--- src/rtl/correlator_readout_scheduler.sv ---
// correlator_readout_scheduler: snapshots the counter bus on each integration tick and streams it as a framed, checksummed byte packet
module correlator_readout_scheduler #(
   parameter int RESOLUTION      = 16,
   parameter int NUM_INPUTS      = 8,
   parameter int NUM_CORRELATORS = NUM_INPUTS*(NUM_INPUTS-1)/2,
   parameter int NUM_WORDS       = NUM_INPUTS+NUM_CORRELATORS,
   parameter int NUM_BYTES       = NUM_WORDS*RESOLUTION/8
) (
   input  logic                            clk,
   input  logic                            rst_n,
   input  logic                            enable,
   input  logic                            integration_clk_pulse,
   input  logic [RESOLUTION*NUM_WORDS-1:0] pulse_t,
   output logic                            reset_correlator,
   output logic [7:0]                      tx_data,
   output logic                            tx_valid,
   input  logic                            tx_ready,
   output logic                            busy,
   output logic                            overrun,
   output logic [7:0]                      frame_seq
);
   localparam int SW = RESOLUTION*NUM_WORDS;
   localparam int IW = $clog2(NUM_BYTES);
   typedef enum logic [2:0] {IDLE, SYNC, SEQ, DATA, CSUM} state_t;
   state_t        state;
   logic [SW-1:0] snap;
   logic [7:0]    csum;
   logic [IW-1:0] idx;
   logic          tick;
   logic          hs;
   assign tick = integration_clk_pulse && enable;
   assign hs   = tx_valid && tx_ready;
   assign busy = state != IDLE;
   // frame sequencer; the snapshot shifts down a byte per accepted DATA byte so the next byte is always at [15:8]
   always_ff @(posedge clk or negedge rst_n) begin
      if (!rst_n) begin
         state            <= IDLE;
         tx_valid         <= 1'b0;
         tx_data          <= 8'h00;
         reset_correlator <= 1'b0;
         overrun          <= 1'b0;
         frame_seq        <= 8'hFF;
         snap             <= '0;
         csum             <= 8'h00;
         idx              <= '0;
      end else begin
         reset_correlator <= tick;
         if (!enable) overrun <= 1'b0;
         else if (tick && state != IDLE) overrun <= 1'b1;
         case (state)
            IDLE: if (tick) begin
               snap      <= pulse_t;
               frame_seq <= frame_seq + 8'd1;
               csum      <= 8'h00;
               tx_valid  <= 1'b1;
               tx_data   <= 8'hA5;
               state     <= SYNC;
            end
            SYNC: if (hs) begin
               tx_data <= frame_seq;
               state   <= SEQ;
            end
            SEQ: if (hs) begin
               csum    <= csum + tx_data;
               tx_data <= snap[7:0];
               idx     <= '0;
               state   <= DATA;
            end
            DATA: if (hs) begin
               csum <= csum + tx_data;
               snap <= snap >> 8;
               if (idx == IW'(NUM_BYTES-1)) begin
                  tx_data <= csum + tx_data;
                  state   <= CSUM;
               end else begin
                  tx_data <= snap[15:8];
                  idx     <= idx + IW'(1);
               end
            end
            CSUM: if (hs) begin
               tx_valid <= 1'b0;
               state    <= IDLE;
            end
            default: state <= IDLE;
         endcase
      end
   end
endmodule
--- config.mk ---
export PLATFORM = sky130hd
export DESIGN_NAME = correlator_readout_scheduler
export DESIGN_NICKNAME = d
export VERILOG_FILES = /design/src/rtl/correlator_readout_scheduler.sv
export SDC_FILE = /design/constraint.sdc
export NUM_CORES = 2
export LEC_CHECK = 0
export BUFFER_PORTS_ARGS = -buffer_cell sky130_fd_sc_hd__clkbuf_2
export CAP_MARGIN = 10
export CORE_MARGIN = 1
export CORE_UTILIZATION = 35
export CTS_CLUSTER_DIAMETER = 50
export DETAILED_ROUTE_END_ITERATION = 10
export PLACE_DENSITY = 0.57
export SLEW_MARGIN = 5
export SYNTH_ARGS = -nofsm -noshare
export SYNTH_HDL_FRONTEND = slang
export SYNTH_SLANG_ARGS = --single-unit
--- constraint.sdc ---
create_clock -name clk -period 3.2 [get_ports clk]
set_input_delay 0.16 -clock clk [delete_from_list [all_inputs] [get_ports clk]]
set_output_delay 0.16 -clock clk [all_outputs]
set_load 0.02 [all_outputs]
; After elaboration in Yosys (flattened, before gate mapping)
; Index checks and enable logic that the tools add are counted.
[op_classes]
n_addsub = 3
n_eq_ne = 14
muxes = 28
reduce_logical = 18
[op_table]
columns = op, count
row1 = 2-to-1 mux 576 bit, 2
row2 = case mux 576 bit (2 select lines), 1
row3 = 2-to-1 mux 8 bit, 7
row4 = case mux 8 bit (4 select lines), 1
row5 = 2-to-1 mux 7 bit, 3
row6 = 2-to-1 mux 3 bit, 6
row7 = case mux 8 bit (2 select lines), 1
row8 = case mux 3 bit (5 select lines), 1
row9 = "!= test 2 bit, second input constant", 7
row10 = case mux 7 bit (2 select lines), 1
row11 = AND reduction 3 bit, 3
row12 = "adder 8 x 1 -> 8 bit, second input constant", 1
row13 = adder 8 bit, 1
row14 = nonzero test 2 bit, 4
row15 = "adder 7 x 1 -> 7 bit, second input constant", 1
row16 = "== test 7 bit, second input constant", 1
row17 = "== test 3 x 2 -> 1 bit, second input constant", 2
row18 = AND reduction 6 bit, 1
row19 = AND reduction 5 bit, 1
row20 = 2-to-1 mux 1 bit, 4
row21 = "!= test 2 x 1 -> 1 bit, second input constant", 2
row22 = AND reduction 4 bit, 1
row23 = nonzero test 4 bit, 1
row24 = "== test 3 x 1 -> 1 bit, second input constant", 1
row25 = 7 further kinds, 9
[totals]
reg_bits = 613
inputBits = 581
out_inout_bits = 20

; Depth between registers and ports, before layout
[depth]
ltp_word = 4
depth_mapped = 8

; Worst setup path before layout
; No wires, ideal clock.
[synth_timing]
path_type = register to register
from = reg tx_data[0]
to = reg tx_data[6]
arrival_ps = 1980
required_ps = 3074
slack_ps = 1094
stages_incl_launch_ff = 8
cell_sequence = dfrtp_1 ha_1 fa_1 a211oi_1 o21bai_1 a21oi_1 xnor2_1 a221o_1
[synth_via]
elab_chain_len = 4
[synth_rtl]
columns = item, line_no
row1 = from (decl), 15  ; output logic [7:0] tx_data,
row2 = from (signal assigned), 60  ; tx_data <= frame_seq;
row3 = from (signal assigned), 65  ; tx_data <= snap[7:0];
row4 = from (signal assigned), 73  ; tx_data <= csum + tx_data;
row5 = adder 8 bit, 73
row6 = 2-to-1 mux 8 bit, 72  ; if (idx == IW'(NUM_BYTES-1)) begin
row7 = 2-to-1 mux 8 bit, 69  ; DATA: if (hs) begin
row8 = case mux 8 bit (4 select lines), 50  ; case (state)
; Every way passes these cells. The select of a mux whose other input is x is not followed.
; A chain may end at the register's enable or synchronous reset.

; Final worst setup path
[layout_timing]
from = reg state[0]
to = reg snap[214]
[layout_via]
elab_chain_len = 3
elab_cells_between_ends = 7
classes_between = 3 x eq/ne / 1 x mux / 3 x reduce/logical
[layout_rtl]
columns = item, line_no
row1 = from (decl), 25  ; state_t state;
row2 = from (signal assigned), 37  ; state <= IDLE;
row3 = from (signal assigned), 57  ; state <= SYNC;
row4 = from (signal assigned), 61  ; state <= SEQ;
row5 = == test 3 x 2 -> 1 bit / logical NOT 3 bit (equally long branches), 50
row6 = != test 2 bit (no line) / nonzero test 2 bit (equally long branches), n/a
row7 = AND reduction 3 bit (no line), n/a
row8 = to (signal assigned), 52  ; snap <= pulse_t;
row9 = to (signal assigned), 71  ; snap <= snap >> 8;
row10 = to (decl), 26  ; logic [SW-1:0] snap;
; Parallel ways exist; a longest one is shown, timed or not.

==> reports/results.ini <==
[synthesis]
post-synth-top-count-cell = nand2_1
netlist_area_sq_mm = 0.0280
synthTopCellsByCount = nand2_1 (1179), dfrtp_1 (605), nor2_1 (583)
ys_ff_latch = 613
async_flop_share_pct = 100
synth-edff-count = 0
synth_nets = 3958
ys_warn_count = 0
synth_ff_type = dfrtp_1
synth_top_area_share_pct = 54.0
syn_inst = 3367
avgSynthCellArea_sq_um = 8.32
yosysUniqueCellTypes = 62
yosysSeqAreaShare_pct = 54.8
netlist_top_cells_area = dfrtp_1 (54%), nand2_1 (16%), a31oi_1 (13%)
synth_area_leader_cell = dfrtp_1

[drt]
drt_iter0_markers = 2190
dr.pass1.iters = 8
drt-vias-per-instance = 5.02
wirelength_mm = 98.3
drc_errors = 0
ant_nets = 0
wl_per_cell_microns = 17.6
vias = 28000

[sta]
fin_crit_ps = 2540
hold_violations = 0
slew_viol_final = 0
setup_viol = 0
whs_ps = 172
fmax_mhz = 393
fin_worst_skew_ps = 27.8
worstMarginPinSlew_ps = 889
fin_crit_sh_pct = 79.5
rsz0062_at_grt = no
tns_ps = 0
relSlewSlack_pct = 40.7

[critical_path]
rr_worst_depth = 5
worst-path-max-fanout = 182
rrSetupSlack_ps = 660
path_class = register to register
worst_ep_arrival_time_ps = 3060
critical_path_required_ps = 3720
timing.rr.start = state[0]$_DFFE_PN0P_
reg2reg_to = snap[214]$_DFFE_PN0P_
endpoint_kind = register
start_kind = register

[layout]
fin_area_sq_mm = 0.0409
drive_above_1_share_pct = 18.6
area_growth_pct = 46.1
finalNetCount = 5032

[power]
p_switching_mw = 7.35
swShare_pct = 29.4
peakVddDrop_mv = 0.496
leakage_nw = 18.8
p_seq_share_pct = 42.6
pwr-share-comb_pct = 18.3
p_int_mw = 17.6
pwr-share-clk_pct = 39.1
power_density_mw_per_mm2 = 610

[cts]
postCtsHoldBufs = 581
cts.path.max_buffers = 3
cts_resized = 0
cts_sinks = 613
post_cts_buffers = 0
tritoncts = yes
cts_max_level = 3
path_clk_slew_ps = 60
clock_latency_ps = 630
cts_root_buf = clkbuf_16
cts_made_buffers = 85

[placement]
dp_hpwl_mm = 64.3
place_area_sq_mm = 0.0321
place.gp.congestion = 0.859
port_buffers = 600

[run]
cap_violations = 0

[floorplan]
io_pins = 601
start_util_pct = 35.4
rows = 103
core_area_sq_mm = 0.0791
die_y_microns = 285
die_w_microns = 285
dieArea_sq_mm = 0.0812

[global_route]
first_global_vias = 28000
overflow = 0
grt_usage_pct = 23.8
grt_max_degree = 183
grt_antenna_before_repair = 24
grt_pass1_wl_mm = 155

[worst_hold_path]
hold_class = primary input to asynchronous set/reset pin

[outcome]
status = completed

## worst max path at each step
stage                                       from                endpoint  slack, ps  cells past startpoint
after global placement      state[0]$_DFFE_PN0P_   snap[359]$_DFFE_PN0P_        770                      5
after CTS                   state[0]$_DFFE_PN0P_    snap[42]$_DFFE_PN0P_        680                      5
final                       state[0]$_DFFE_PN0P_   snap[214]$_DFFE_PN0P_        660                      5
after detailed placement    state[0]$_DFFE_PN0P_   snap[366]$_DFFE_PN0P_        720                      7
after global routing        state[0]$_DFFE_PN0P_   snap[104]$_DFFE_PN0P_        470                      7
after floorplan           tx_data[0]$_DFFE_PN0P_  tx_data[6]$_DFFE_PN0P_       1090                      7
## through the flow
step / power (mW) / utilization, % / cells / setup slack (ps)
finish: 25.0 / 51.7 / 5584 / 657
global route: 26.3 / 51.7 / 5580 / 467
CTS: 25.1 / 51.7 / 5560 / 684
detailed placement: 14.7 / 40.6 / 4823 / 720
global placement: 14.6 / 40.6 / 4823 / 774
floorplan: 13.0 / - / 3367 / 1090
## cell type report
cell class | instances | area (sq um)
antenna | 24 | 60.1
clock buffer | 108 | 2340
clock inverter | 48 | 592
fill | 7288 | 38200
inverter | 3 | 11.3
multi-input combinational | 2484 | 11400
sequential | 613 | 15300
tap | 1050 | 1310
timing repair buffer | 1254 | 9900
## registers in the layout, indices dropped and copies added, names as in the netlist
signal,count
csum,8
frame_seq,8
idx,7
overrun,1
reset_correlator,1
snap,576
state,3
tx_data,8
tx_valid,1
## power groups by stage
stage | clock network [mW] | registers (mW) | logic [mW]
after global placement | 0 | 10.7 | 3.88
after floorplan | 0 | 10.4 | 2.65
after CTS | 9.95 | 10.6 | 4.58
after global routing | 10.3 | 10.8 | 5.17
final | 9.78 | 10.6 | 4.57
after detailed placement | 0 | 10.7 | 3.96
## cells in the final DEF (no fill, tap or decap), drive strengths merged, types with 3 or more instances in the layout
master,n
diode,24
clkinvlp,10
buf,74
nand2,1179
a22oi,3
dfrtp,605
nand2b,4
nor3,6
xnor2,14
inv,13
a211oi,5
o22ai,5
nand3,16
clkbuf,707
nor2,584
a21oi,17
nor2b,4
ha,9
and2,3
dfstp,8
clkinv,20
nand4,3
a31oi,570
a21o,4
o21ai,13
bufinv,8
dlygate4sd3,581
nand3b,3
o211ai,3
## metal layers
| layer | global-route usage (%) | wire [microns] | vias up |
|---|---|---|---|
| met1 | 31.3 | 42800 | 13400 |
| met2 | 40.0 | 47400 | 907 |
| met5 | 0 | 50 | - |
| li1 | - | - | 13500 |
| met4 | 7.74 | 2710 | 8 |
| met3 | 3.66 | 5370 | 205 |
## cells by family after synthesis
| kind of cell | Yosys count | synth area share, % |
|---|---|---|
| AOI/OAI and AO/OA | 639 | 14.5 |
| xor gates and xnor gates | 16 | 0.500 |
| adders and majority gates | 10 | 0.473 |
| buffers and inverters | 270 | 4.70 |
| DFF | 613 | 54.8 |
| muxes | 4 | 0.152 |
| and+or+nand+nor | 1815 | 24.9 |
## critical path: stages, from the launching register on
cell     delay, ps
dfrtp_1        740
nand4_1        330
a21oi_4        380
buf_12         490
nor2_1         100
a31oi_1        220
Power figures use the tool's default switching activity.
